<file path="src/rtl/la_pkg.sv">
// rtl/la_pkg.sv - shared logic-analyzer types and constants
// Used by the sampler and the capture readout engine.
package la_pkg;

    localparam int LA_ADDR_W = 10;
    localparam int LA_DEPTH  = 1024;
    localparam logic [7:0] LA_SYNC0 = 8'h55;
    localparam logic [7:0] LA_SYNC1 = 8'hAA;

    // Readout engine states; prefixed so they cannot collide with the
    // HDR0/HDR1 sync-byte parameters of the readout block.
    typedef enum logic [2:0] {
        ST_IDLE   = 3'd0,
        ST_HDR0   = 3'd1,
        ST_HDR1   = 3'd2,
        ST_STREAM = 3'd3,
        ST_DONE   = 3'd4
    } la_state_e;

endpackage

</file>
<file path="src/rtl/readout_buf2.sv">
// rtl/readout_buf2.sv - 2-entry sample FIFO between capture RAM and stream
// Ports: clk, rst_pll (async active-low), flush (drop all entries),
//        push/push_data (write), pop (advance head), count (0..2), head (oldest entry).
module readout_buf2 #(
    parameter int W = 8
) (
    input  logic         clk,
    input  logic         rst_pll,
    input  logic         flush,
    input  logic         push,
    input  logic [W-1:0] push_data,
    input  logic         pop,
    output logic [1:0]   count,
    output logic [W-1:0] head
);

    logic [W-1:0] mem_q [2];
    logic         wr_ptr_q;
    logic         rd_ptr_q;
    logic [1:0]   count_q;

    // Flush has priority so a read returning on the cancel cycle is discarded.
    always_ff @(posedge clk or negedge rst_pll) begin
        if (!rst_pll) begin
            mem_q[0] <= '0;
            mem_q[1] <= '0;
            wr_ptr_q <= 1'b0;
            rd_ptr_q <= 1'b0;
            count_q  <= 2'd0;
        end else if (flush) begin
            wr_ptr_q <= 1'b0;
            rd_ptr_q <= 1'b0;
            count_q  <= 2'd0;
        end else begin
            if (push) begin
                mem_q[wr_ptr_q] <= push_data;
                wr_ptr_q        <= ~wr_ptr_q;
            end
            if (pop) begin
                rd_ptr_q <= ~rd_ptr_q;
            end
            count_q <= count_q + {1'b0, push} - {1'b0, pop};
        end
    end

    assign count = count_q;
    assign head  = mem_q[rd_ptr_q];

endmodule

</file>
<file path="src/rtl/capture_readout.sv">
// rtl/capture_readout.sv - flow-controlled capture RAM reader with sync header
// Ports: clk, rst_pll (async active-low); cap_done/start_addr start a dump;
//        abort cancels it; rd_en/rd_addr/rd_data talk to the capture RAM
//        (1-cycle read latency); m_data/m_valid/m_ready carry the byte stream;
//        busy is high outside IDLE, done pulses once after the last sample.
module capture_readout
    import la_pkg::*;
#(
    parameter int              DATA_W = 8,
    parameter int              ADDR_W = LA_ADDR_W,
    parameter int              DEPTH  = LA_DEPTH,
    parameter logic [DATA_W-1:0] HDR0 = LA_SYNC0,
    parameter logic [DATA_W-1:0] HDR1 = LA_SYNC1
) (
    input  logic              clk,
    input  logic              rst_pll,
    input  logic              cap_done,
    input  logic [ADDR_W-1:0] start_addr,
    input  logic              abort,
    output logic              rd_en,
    output logic [ADDR_W-1:0] rd_addr,
    input  logic [DATA_W-1:0] rd_data,
    output logic [DATA_W-1:0] m_data,
    output logic              m_valid,
    input  logic              m_ready,
    output logic              busy,
    output logic              done
);

    localparam logic [ADDR_W:0] DEPTH_C = (ADDR_W+1)'(DEPTH);

    la_state_e         state_q, state_d;
    logic [ADDR_W-1:0] addr_q, addr_d;
    logic [ADDR_W:0]   issued_q, issued_d;
    logic [ADDR_W:0]   sent_q, sent_d;
    logic              inflight_q;

    logic              fetch_en;
    logic              pop;
    logic              push;
    logic              flush;
    logic [1:0]        buf_count;
    logic [DATA_W-1:0] buf_head;
    logic [1:0]        occ_eff;

    always_ff @(posedge clk or negedge rst_pll) begin
        if (!rst_pll) begin
            state_q    <= ST_IDLE;
            addr_q     <= '0;
            issued_q   <= '0;
            sent_q     <= '0;
            inflight_q <= 1'b0;
        end else begin
            state_q    <= state_d;
            addr_q     <= addr_d;
            issued_q   <= issued_d;
            sent_q     <= sent_d;
            inflight_q <= rd_en;
        end
    end

    // A read issued last cycle only lands while still fetching; after an
    // abort the state is IDLE and the returning word is dropped.
    assign push = inflight_q && (state_q == ST_HDR1 || state_q == ST_STREAM);

    always_comb begin
        state_d  = state_q;
        addr_d   = addr_q;
        issued_d = issued_q;
        sent_d   = sent_q;
        m_valid  = 1'b0;
        m_data   = '0;
        done     = 1'b0;
        rd_en    = 1'b0;
        pop      = 1'b0;
        flush    = 1'b0;
        fetch_en = 1'b0;
        occ_eff  = 2'd0;
        busy     = (state_q != ST_IDLE);

        unique case (state_q)
            ST_IDLE: begin
                flush = 1'b1;
                if (cap_done && !abort) begin
                    state_d  = ST_HDR0;
                    addr_d   = start_addr;
                    issued_d = '0;
                    sent_d   = '0;
                end
            end
            ST_HDR0: begin
                m_valid = 1'b1;
                m_data  = HDR0;
                if (m_ready) state_d = ST_HDR1;
            end
            ST_HDR1: begin
                m_valid  = 1'b1;
                m_data   = HDR1;
                fetch_en = 1'b1;
                if (m_ready) state_d = ST_STREAM;
            end
            ST_STREAM: begin
                m_valid  = (buf_count != 2'd0);
                m_data   = buf_head;
                fetch_en = 1'b1;
                if (m_valid && m_ready) begin
                    pop    = 1'b1;
                    sent_d = sent_q + 1'b1;
                    if (sent_q == DEPTH_C - 1'b1) state_d = ST_DONE;
                end
            end
            ST_DONE: begin
                done    = 1'b1;
                state_d = ST_IDLE;
            end
            default: state_d = ST_IDLE;
        endcase

        // Occupancy counts the slot freed by this cycle's pop, otherwise the
        // two-slot window would only reach two samples every three cycles.
        occ_eff = buf_count + {1'b0, inflight_q} - {1'b0, pop};
        if (fetch_en && !abort && issued_q < DEPTH_C && occ_eff < 2'd2) begin
            rd_en    = 1'b1;
            addr_d   = addr_q + 1'b1;
            issued_d = issued_q + 1'b1;
        end

        if (abort && state_q != ST_IDLE) begin
            state_d = ST_IDLE;
            flush   = 1'b1;
        end
    end

    assign rd_addr = addr_q;

    readout_buf2 #(
        .W(DATA_W)
    ) u_buf (
        .clk      (clk),
        .rst_pll  (rst_pll),
        .flush    (flush),
        .push     (push),
        .push_data(rd_data),
        .pop      (pop),
        .count    (buf_count),
        .head     (buf_head)
    );

endmodule

</file>
<file path="config.mk">
export PLATFORM = sky130hd
export DESIGN_NAME = capture_readout
export DESIGN_NICKNAME = d
export VERILOG_FILES = /design/src/rtl/la_pkg.sv /design/src/rtl/readout_buf2.sv /design/src/rtl/capture_readout.sv
export SDC_FILE = /design/constraint.sdc
export NUM_CORES = 1
export LEC_CHECK = 0
export ABC_AREA = 0
export BUFFER_PORTS_ARGS = -buffer_cell sky130_fd_sc_hd__buf_2
export CORE_ASPECT_RATIO = 0.5
export CORE_UTILIZATION = 50
export DETAILED_ROUTE_END_ITERATION = 6
export PLACE_DENSITY_LB_ADDON = 0.1
export SETUP_SLACK_MARGIN = 0.3
export SLEW_MARGIN = 20
export SYNTH_ARGS = -nofsm -noshare
export SYNTH_HDL_FRONTEND = slang
export SYNTH_SLANG_ARGS = --single-unit
</file>
<file path="constraint.sdc">
create_clock -name clk -period 4.07 [get_ports clk]
set_input_delay 0.2035 -clock clk [delete_from_list [all_inputs] [get_ports clk]]
set_output_delay 0.2035 -clock clk [all_outputs]
set_load 0.05 [all_outputs]
</file>
======== Yosys cells after proc, flatten, opt, wreduce, memory -nomap -nowiden ========
Index checks and enable logic that the tools add are counted.
word-level totals
  flip-flop bits (word level) ............. 56
  latch bits .............................. 0
  memory bits (writable) .................. 0
  ROM bits ................................ 0
  output and inout port bits .............. 22
  logic and storage cells ................. 98
  memories ................................ 0
operators by class
  add/subtract/negate cells ............... 7
  multiply operators ...................... 0
  div/mod/pow operators ................... 0
  $lt $le $gt $ge ......................... 5
  equality and inequality tests ........... 12
  shift-type cells ........................ 0
  multiplexer cells ....................... 35
  bitwise logic cells ..................... 5
  reduce and logical (&&, ||, !) cells .... 24
operators by type and width
  cell                                                    number
  two-way mux 11 bit                                      4
  two-way mux 8 bit                                       4
  two-way mux 10 bit                                      3
  one-hot mux 8 bit (3 select lines)                      1
  adder 11 x 1 -> 11 bit (second input constant)          2
  one-hot mux 11 bit (2 select lines)                     1
  two-way mux 3 bit                                       6
  bitwise mux 16 bit                                      1
  one-hot mux 3 bit (4 select lines)                      1
  nonzero test 2 bit                                      6
  equality test 11 x 10 -> 1 bit (second input constant)  1
  less-than comparator 11 bit (second input constant)     1
  two-way mux 1 bit                                       11
  adder 10 x 1 -> 10 bit (second input constant)          1
  demux 8 bit (select 1 bit)                              1
  logical AND 1 bit                                       8
  equality test 3 x 2 -> 1 bit (second input constant)    2
  inequality test 3 x 1 -> 1 bit (second input constant)  2
  inequality test 3 bit (second input constant)           2
  AND reduction 5 bit                                     1
  adder 2 x 1 -> 2 bit                                    2
  >= comparator 2 bit (second input constant)             2
  NOT 1 -> 2 bit                                          2
  AND reduction 2 bit                                     2
  17 further kinds                                        21

======== Longest topological paths before layout ========
  word-level depth ........................ 9
  mapped depth ............................ 10
  depth with buffers taken out ............ 7

======== Hierarchy ========
From an unflattened synthesis, not the netlist that was laid out.
second synthesis, totals
  cell total of the unflattened synthesis .. 325
  area total of the unflattened synthesis .. 3131.8 um^2
modules (own cells, without submodules)
  module           instances  cells each  area each (um^2)
  capture_readout  1          267         2235.9
  readout_buf2     1          58          895.9

======== Least setup slack after synthesis ========
Ideal clock, no wire load.
  kind .................................... register -> register
  from .................................... register state_q[1]
  to ...................................... register issued_q[1]
  setup time .............................. 174 ps
  arrival ................................. 2678 ps
  data required time ...................... 3896 ps
  slack ................................... 1218 ps
  stages on the path, launching flop included .. 10
  buffers on the path ..................... 2
  cells stage by stage .................... dfrtp_1 -> buf_2 -> nand2b_1 -> clkbuf_1 -> nor2_1 -> ha_1 -> xor2_1 -> xor2_1 -> nor2_1 -> o21ai_0
on the way
  word-level cells in the longest chain between the ends .. 8
  elaborated cells between the ends (all ways) .. 15
  those cells by class .................... add/sub: 1; order compare: 1; eq/ne: 2; mux: 3; reduce/logical: 8
ends and longest elaborated chain
  item                                                               line                   text
  start, declared                                                    capture_readout.sv:32  la_state_e state_q, state_d;
  start signal, assigned                                             capture_readout.sv:54  state_q <= state_d;
  branches (longest 8 deep; another with subtractor 2 x 1 -> 2 bit)  --
  end signal, assigned                                               capture_readout.sv:56  issued_q <= issued_d;
  end, declared                                                      capture_readout.sv:34  logic [ADDR_W:0] issued_q, issued_d;
Parallel ways; which one is timed is not known.
A chain may end at the register's enable or synchronous reset.

======== Worst setup path after layout ========
  from .................................... register state_q[1]
  to ...................................... output port rd_en
on the way
  word-level cells in the longest chain between the ends .. 7
  elaborated cells between the ends (all ways) .. 11
  those cells by class .................... add/sub: 1; order compare: 1; eq/ne: 2; mux: 3; reduce/logical: 4
ends and longest elaborated chain
  item                                                               line                    text
  branches (longest 5 deep; another with subtractor 2 x 1 -> 2 bit)  --
  logical AND 1 bit (*)                                              capture_readout.sv:122  if (fetch_en && !abort && issued_q < DEPTH_C && occ_eff < 2'd2) begin
  two-way mux 1 bit (*)                                              capture_readout.sv:122
  end, declared                                                      capture_readout.sv:20   output logic rd_en,
Every way passes the cells marked *.

==> summary.txt <==
Sum Neg Setup Slack - 0 ns
vias in the first global route - 2238
top-level port count - 45
Root Buffer - clkbuf_16
Worst Path Required - 3.87 ns
postcts setup bufs - 0
kind of critical path - reg2out
r2r startpoint - state_q[1]
Avg Inst Size Synth - 10.3 um^2
clock latency on the worst-skew pair - 0.30 ns
clk slew on worst S/H paths - 0.07 ns
Vias/cell - 5.99
Die X - 111 um
DRT iter0 DRCs - 122
largest net degree at the start of global routing - 57
post-place setup slack - 1.14 ns
GP Congestion - 0.763
row cnt - 19
FF+latch count, synth - 56
Max Slew Vio Count - 0
Longest Clk Path Bufs - 2
final wirelength - 6540 um
Worst-Margin Slew - 0.718 ns
hold buffers post-CTS - 0
Final Hold Violating Endpoints - 0
crit-path max FO - 19
Max Cap Viol - 0
Cell Area, Synth - 2970 um^2
Worst Skew - 0.00370 ns
R2R setup slack - 1.10 ns
gr ovfl total - 0
nets - 359
leading register cell type out of synthesis - dfrtp_1
antenna violations before repair - 0
CP startpoint kind - flop
EDFF count, synth - 0
f_max - 304 MHz
min Tclk post-route - 3.29 ns
post-route worst setup slack - 0.784 ns
post-CTS resize count - 0
CTS tree - done
fraction of layout instances using a drive strength above 1 - 23.3%
Post-route DRC - 9
failing checks - design-rule violations
Flop pwr share - 42.6%
Power Density - 444 nW/um^2
Hold Slack - 0.0450 ns
Worst Setup End Kind - output pin
first-pass GRT wire length - 10800 um
Initial Util - 53.0%
die height - 56.5 um
core area - 5610 um^2
Syn Inst Count - 289
Post-DP HPWL - 4560 um
worst reg2reg path endpoint - issued_q[8]
number of detailed-route iterations in the first pass - 6
die area - 6280 um^2
WL/cell - 16.2 um
register area share after synthesis - 47.1%
NetSw - 0.000488 W
number of port buffers - 44
leakage - 1.56 nW
Total GRT Usage - 22.4%
Pint - 0.00104 W
CTS H-tree depth - 2
area grow syn2layout - 15.9%
vias - 2421
post-route ant nets - 0
status - finished with violations
Worst Hold Class - in2async
RSZ-0062 raised after global routing - no
R2R depth - 8
Max-slew headroom - 52.0%
asr flop ratio synth - 100%
Switching Share - 31.9%
synth warn - 0
WP data arrival - 3.08 ns
Tcrit/Tclk final - 80.7%
Clock Power Share - 35.7%
Gate power share - 21.6%
clock sink total - 56
Syn Nets - 317
Max rail drop VDD - 0.236 mV
total CTS buffers - 5
Yosys cell types - 45
final setup vio count - 0
Ant. Diodes - 0
-- worst max-delay path by stage --
stage,from,to,slack (ns)
global route,state_q[1],rd_en,0.49
finish,state_q[1],rd_en,0.78
global placement,state_q[1],rd_en,1.19
detailed placement,state_q[1],rd_en,1.14
CTS,state_q[1],rd_en,0.80
floorplan,state_q[1],issued_q[1],1.22
-- kinds of logic after synthesis --
| kind of cell | share of synthesized area [%] |
|---|---|
| flip-flops | 47.1 |
| AO/OA/AOI/OAI | 10.9 |
| multiplexers | 12.5 |
| buffers and inverters | 2.99 |
| XOR/XNOR | 3.24 |
| adder cells (fa/ha/maj) | 2.10 |
| AND/OR/NAND/NOR | 21.2 |
-- sequential cells by signal (all words and copies together), names as in the netlist --
| name | cells |
|---|---|
| u_buf.count | 2 |
| inflight_q | 1 |
| issued_q | 11 |
| u_buf.wr_ptr_q | 1 |
| rd_addr | 10 |
| state_q | 3 |
| u_buf.rd_ptr_q | 1 |
| u_buf.mem_q | 16 |
| sent_q | 11 |
-- critical path, cell delays in order (launching register included) --
cell	delay, ns
dfrtp_1	0.65
nand2b_1	0.29
nor2_1	0.35
ha_1	0.23
xor2_1	0.33
xor2_1	0.16
nor2_1	0.42
buf_2	0.36
-- per-stage QoR --
stage,std cells,utilization (%),instance area [um^2],total power [W]
5_1_grt,404,61.5,3450,0.00159
6_report,404,61.5,3450,0.00153
3_3_place_gp,397,58.2,3260,0.000985
2_1_floorplan,289,-,2970,0.000896
4_1_cts,404,61.5,3450,0.00154
3_5_place_dp,397,58.2,3260,0.000993
-- metal layers --
metal	vias to the layer above	part of all wire, %	track usage, %
li1	1146	-	-
met1	1215	49	29.7
met2	52	45	36.6
met3	8	4.2	5.08
met4	0	1.3	8.30
met5	-	0	0
-- Yosys cell counts, drive strengths merged (5+ instances only) --
library cell,n,area share [%]
dfrtp,56,47
nand2,22,2.8
nor2,19,2.4
mux2,18,6.8
mux2i,17,5.7
nand3,16,2.7
a21oi,14,2.4
nor4,8,1.7
buf,7,1.3
clkbuf,7,0.88
nand4,7,1.5
o21ai,7,1.2
xnor2,7,2.1
and2,6,1.3
inv,6,0.76
o211ai,6,1.5
or3,6,1.3
and4,5,1.5
ha,5,2.1
nor2b,5,1.1
-- area by class of cell --
class | count | area, um^2
Fill cell | 480 | 2160
Timing Repair Buffer | 49 | 258
Sequential cell | 56 | 1400
Tap cell | 73 | 91.3
Multi-Input combinational cell | 213 | 1490
Clock inverter | 2 | 60.1
Inverter | 6 | 22.5
Clock buffer | 5 | 125
-- layout by cell type (no fill, tap or decap), types with 7 or more instances in the layout --
master and count:
nor2_1 19, nand4_1 7, dfrtp_1 56, nand2_1 22, buf_2 44, nor4_1 8, mux2i_1 17, mux2_2 18
xnor2_1 7, nand3_1 16, o21ai_0 7, a21oi_1 14
-- power groups by stage --
stage	Sequential [W]	Combinational (W)	Clock (W)
after floorplan	0.000746	0.000150	0
after global placement	0.000660	0.000325	0
after detailed placement	0.000662	0.000332	0
after CTS	0.000652	0.000333	0.000559
after global routing	0.000660	0.000354	0.000574
final	0.000653	0.000332	0.000547
(Power assumes the default switching activity.)
